$ cat src/rtl/uart_pkg.sv
// Shared UART definitions: ASCII terminator bytes and the TX arbiter state encoding.
package uart_pkg;

  localparam logic [7:0] ASCII_CR = 8'h0D;
  localparam logic [7:0] ASCII_LF = 8'h0A;

  typedef enum logic [1:0] {
    IDLE    = 2'd0,
    PASS    = 2'd1,
    TERM_CR = 2'd2,
    TERM_LF = 2'd3
  } tx_arb_state_t;

endpackage

$ cat src/rtl/rr_arbiter.sv
// Combinational round-robin picker: first set request at or after ptr, wrapping to 0.
module rr_arbiter #(
  parameter int unsigned N_REQ = 2,
  parameter int unsigned GW    = 1
) (
  input  logic [N_REQ-1:0] req,
  input  logic [GW-1:0]    ptr,
  output logic             any,
  output logic [GW-1:0]    idx
);

  always_comb begin
    any = 1'b0;
    idx = '0;
    // Upper pass covers [ptr, N_REQ-1]; lower pass supplies the wrapped part [0, ptr-1].
    for (int j = 0; j < int'(N_REQ); j++) begin
      if (!any && req[j] && (j >= int'(ptr))) begin
        any = 1'b1;
        idx = GW'(j);
      end
    end
    for (int j = 0; j < int'(N_REQ); j++) begin
      if (!any && req[j] && (j < int'(ptr))) begin
        any = 1'b1;
        idx = GW'(j);
      end
    end
  end

endmodule

$ cat src/rtl/uart_tx_arbiter.sv
// Message-locked round-robin arbiter feeding one UART transmitter, with optional CR/LF suffix.
module uart_tx_arbiter
  import uart_pkg::*;
#(
  parameter int unsigned N_REQ   = 2,
  parameter bit          TERM_EN = 1'b1,
  localparam int unsigned GW     = (N_REQ > 1) ? $clog2(N_REQ) : 1
) (
  input  logic               clk,
  input  logic               rst,
  input  logic [N_REQ-1:0]   req_valid,
  input  logic [8*N_REQ-1:0] req_data,
  input  logic [N_REQ-1:0]   req_last,
  output logic [N_REQ-1:0]   req_ready,
  output logic               tx_valid,
  output logic [7:0]         tx_data,
  input  logic               tx_ready,
  output logic               busy,
  output logic [GW-1:0]      grant_id
);

  tx_arb_state_t r_state, w_state_d;
  logic          r_tx_valid, w_tx_valid_d;
  logic [7:0]    r_tx_data, w_tx_data_d;
  logic [GW-1:0] r_grant_id, w_grant_id_d;
  logic [GW-1:0] r_rr_ptr, w_rr_ptr_d;

  logic          w_slot_free;
  logic          w_any;
  logic [GW-1:0] w_winner;
  logic          w_sel_valid;
  logic [7:0]    w_sel_data;
  logic          w_sel_last;
  logic          w_req_hs;

  rr_arbiter #(
    .N_REQ (N_REQ),
    .GW    (GW)
  ) u_rr_arbiter (
    .req (req_valid),
    .ptr (r_rr_ptr),
    .any (w_any),
    .idx (w_winner)
  );

  assign w_slot_free = ~r_tx_valid | tx_ready;

  always_comb begin
    w_sel_valid = 1'b0;
    w_sel_data  = '0;
    w_sel_last  = 1'b0;
    req_ready   = '0;
    for (int i = 0; i < int'(N_REQ); i++) begin
      if (r_grant_id == GW'(i)) begin
        w_sel_valid  = req_valid[i];
        w_sel_data   = req_data[8*i +: 8];
        w_sel_last   = req_last[i];
        req_ready[i] = (r_state == PASS) && w_slot_free;
      end
    end
  end

  assign w_req_hs = (r_state == PASS) && w_sel_valid && w_slot_free;

  always_comb begin
    w_state_d    = r_state;
    w_tx_valid_d = r_tx_valid & ~tx_ready;
    w_tx_data_d  = r_tx_data;
    w_grant_id_d = r_grant_id;
    w_rr_ptr_d   = r_rr_ptr;
    unique case (r_state)
      IDLE: begin
        if (w_any) begin
          w_grant_id_d = w_winner;
          w_state_d    = PASS;
        end
      end
      PASS: begin
        if (w_req_hs) begin
          w_tx_data_d  = w_sel_data;
          w_tx_valid_d = 1'b1;
          if (w_sel_last) begin
            w_rr_ptr_d = (r_grant_id == GW'(N_REQ - 1)) ? '0 : r_grant_id + GW'(1);
            w_state_d  = TERM_EN ? TERM_CR : IDLE;
          end
        end
      end
      TERM_CR: begin
        if (w_slot_free) begin
          w_tx_data_d  = ASCII_CR;
          w_tx_valid_d = 1'b1;
          w_state_d    = TERM_LF;
        end
      end
      TERM_LF: begin
        if (w_slot_free) begin
          w_tx_data_d  = ASCII_LF;
          w_tx_valid_d = 1'b1;
          w_state_d    = IDLE;
        end
      end
      default: w_state_d = IDLE;
    endcase
  end

  always_ff @(posedge clk or negedge rst) begin
    if (!rst) begin
      r_state    <= IDLE;
      r_tx_valid <= 1'b0;
      r_tx_data  <= '0;
      r_grant_id <= '0;
      r_rr_ptr   <= '0;
    end else begin
      r_state    <= w_state_d;
      r_tx_valid <= w_tx_valid_d;
      r_tx_data  <= w_tx_data_d;
      r_grant_id <= w_grant_id_d;
      r_rr_ptr   <= w_rr_ptr_d;
    end
  end

  assign tx_valid = r_tx_valid;
  assign tx_data  = r_tx_data;
  assign grant_id = r_grant_id;
  assign busy     = (r_state != IDLE) | r_tx_valid;

endmodule
$ cat config.mk
export PLATFORM = sky130hd
export DESIGN_NAME = uart_tx_arbiter
export DESIGN_NICKNAME = d
export VERILOG_FILES = /design/src/rtl/uart_pkg.sv /design/src/rtl/rr_arbiter.sv /design/src/rtl/uart_tx_arbiter.sv
export SDC_FILE = /design/constraint.sdc
export NUM_CORES = 1
export LEC_CHECK = 0
export BUFFER_PORTS_ARGS = -buffer_cell sky130_fd_sc_hd__buf_4
export CORE_MARGIN = 5
export CORE_UTILIZATION = 49
export DETAILED_ROUTE_END_ITERATION = 8
export PLACE_DENSITY = 0.89
export SYNTH_ARGS = -nofsm -noshare
export SYNTH_HDL_FRONTEND = slang
export SYNTH_SLANG_ARGS = --single-unit
export TNS_END_PERCENT = 20
$ cat constraint.sdc
create_clock -name clk -period 4.2 [get_ports clk]
set_clock_uncertainty 0.15 [all_clocks]
set_input_delay 0.21 -clock clk [delete_from_list [all_inputs] [get_ports clk]]
set_output_delay 0.21 -clock clk [all_outputs]
set_load 0.005 [all_outputs]
==> key figures <==
Worst setup path
  • Critical path data required time: 4.22 ns
  • CP endpoint kind: register
  • Worst R2R Start: grant_id
  • Worst reg2reg path depth: 4
  • Startpoint Class: register
  • Kind of critical path: register to register
  • Peak fanout along the critical path: 16
  • Worst setup path end: tx_data[5]
  • FF-to-FF End: tx_data[5]
  • Reg2Reg Setup Slack: 2.00 ns
  • Arrival time at the worst endpoint: 2.22 ns
  • Crit path from: grant_id

Floorplanning
  • Cell row count: 14
  • Die height: 50.33 microns
  • I/O pins: 36
  • Die ar.: 2533 sq um
  • CORE AREA: 1524 sq um
  • Initial core utilization: 52.30%
  • Die span in x: 50.33 microns

Layout
  • Area of the multi-input gates: 444.2 sq um
  • Final Cell Area: 1110 sq um
  • N_diodes: 0
  • Most frequent cells in the layout: buf_4, dfrtp_1, mux2i_1
  • Layout cell share with drive strength beyond 1: 42.48%
  • Commonest non-fill, non-tap cell in the layout: buf_4
  • Fill cells: 123
  • Fin nets: 142
  • Sequential Area: 325.3 sq um
  • Final Util: 72.82%
  • P&R area growth vs syn: 39.25%

Logic synthesis
  • Yosys cell types: 25
  • Mapped Area: 797.0 sq um
  • Avg Synthesized Cell Area: 10.63 sq um
  • Yosys reg bits: 13
  • Sequential share of the synthesized area: 40.82%
  • Syn nets: 103
  • Mapped Cells: 75
  • Synth warnings: 0

Placed design
  • Final HPWL DP: 1700 microns
  • Global placer's final weighted congestion: 0.8554
  • Placed Area: 1064 sq um
  • Port bufs: 35
  • Placement Setup Slack: 2.031 ns

Clock network
  • CTS tree: built
  • Deepest clock path buffer count: 2
  • CTS clk-pin slew, worst paths: 0.07 ns
  • Clock Tree Root: clkbuf_4
  • # H-tree levels: 1
  • Post-CTS sizing: 0
  • CTS buffer count: 3
  • Clk sinks: 13
  • Worst skew pair latency: 0.28 ns

Run status
  • Status: complete, no violations

Routing
  • Routed len/inst: 16.87 microns
  • Drt via density: 5.682
  • DRT iter0 DRCs: 5
  • # DRC: 0
  • Post-route ant nets: 0
  • DR vias: 733
  • First-pass DRT Iterations: 6
  • Total Wirelength: 2176 microns

Power
  • Worst VDD drop: 0.4398 mV
  • Leakage: 0.5697 nW
  • Pwr dens: 723.7 nW/um^2

GRT
  • Grt total ovfl: 0
  • First-pass GRT wire length: 3684 microns
  • Initial antenna violation count: 0
  • Largest net degree at the start of global routing: 17
  • Total Routing Usage GR: 18.60%
  • Vias in the first global route: 773

STA
  • Total negative slack: 0 ns
  • Max frequency: 0.4546 GHz
  • Endpoints failing hold: 0
  • Worst slew margin: 56.36%
  • Crit path time final: 2.200 ns
  • Finish-stage setup viols: 0
  • Final period util: 52.38%
  • Unrepaired setup endpoints after global routing: no
  • Final Max Slew Viols: 0
  • Final Worst Setup Slack: 2.000 ns
  • Worst Tran Pin Value: 0.6546 ns

Flow run
  • Max-Cap Viols: 0

Min path
  • Hold Crit Class: input port to register
-- cells in the mapped netlist, drive strengths merged --
master / instances / area share (%)
a2111oi: 1 / 1.1
a21boi: 2 / 1.9
a21oi: 2 / 1.3
a221o: 1 / 1.3
a2bb2oi: 1 / 1.1
a31oi: 1 / 0.79
and3: 1 / 0.79
buf: 2 / 1.6
clkbuf: 1 / 0.47
dfrtp: 13 / 41
ha: 5 / 7.8
inv: 3 / 1.4
mux2: 8 / 12
mux2i: 10 / 13
nand2: 3 / 1.4
nand2b: 2 / 1.6
nor2: 8 / 4.1
nor2b: 2 / 1.6
nor3: 3 / 1.9
o21ai: 3 / 1.9
o2bb2ai: 2 / 2.2
or2: 1 / 0.79
-- per-stage QoR --
stage | hold WS [ns] | total power, mW | cells
after floorplan | -0.2356 | 0.5633 | 75
after global placement | -0.08848 | 0.6983 | 123
after detailed placement | -0.08215 | 0.7234 | 123
after CTS | 0.05901 | 0.8060 | 129
after global routing | 0.05656 | 0.8731 | 129
final | 0.05556 | 0.8032 | 129
-- worst max-delay path, stage by stage, from the launching register on --
cell and delay [ns]:
dfrtp_1 0.77, mux2i_1 0.23, o2bb2ai_1 0.19, nor2_2 0.34
mux2_2 0.40
-- per-layer routing --
metal	part of all wire [%]	track usage, %	vias to the layer above
met4	1.7	8.936	0
li1	-	-	346
met2	49	30.96	37
met1	41	21.98	345
met3	8.5	5.030	5
met5	0	0	-
-- timing repair --
item / 4_1_cts / 5_1_grt
hold endpoints to repair: 14 / 0
hold buffers: 2 / 0
buffers inserted: 0 / 0
-- logic make-up (layout without fill, tap and decap cells) --
logic type	count (synthesis)	count (layout)	share of synthesized area, %
AND/OR/NAND/NOR	20	20	12.09
multiplexers	18	18	24.33
AO/OA/AOI/OAI	13	13	11.46
flip-flops	13	13	40.82
buffers and inverters	6	44	3.453
adder cells (fa/ha/maj)	5	5	7.849
-- sequential cells by signal (all words and copies together), names as in the netlist --
name	cells
r_state	2
tx_valid	1
tx_data	8
r_rr_ptr	1
grant_id	1
-- area by class of cell --
cell class / count / area share, %
well taps: 16 / 1.804
repair buffers: 37 / 25.48
flip-flops and latches: 13 / 29.31
clock buffers: 4 / 2.368
multi-input cells: 56 / 40.02
inverters: 3 / 1.015
-- worst min-delay path by stage --
stage	from	end	slack, ns	cells past startpoint
floorplan	rst	grant_id	-0.24	0
global placement	rst	r_rr_ptr	-0.09	1
detailed placement	rst	r_rr_ptr	-0.08	1
CTS	req_last[1]	r_rr_ptr	0.06	3
global route	req_last[1]	r_rr_ptr	0.06	3
finish	req_last[1]	r_rr_ptr	0.06	3
-- power by group --
part           switching (mW)  internal, mW  total, mW  leakage [nW]
Clock                  0.0413        0.0369     0.0783        0.0150
Sequential             0.0691         0.189      0.258         0.151
Combinational           0.199         0.268      0.467         0.403
Total                   0.309         0.494      0.803         0.570
Power figures use the tool's default switching activity.
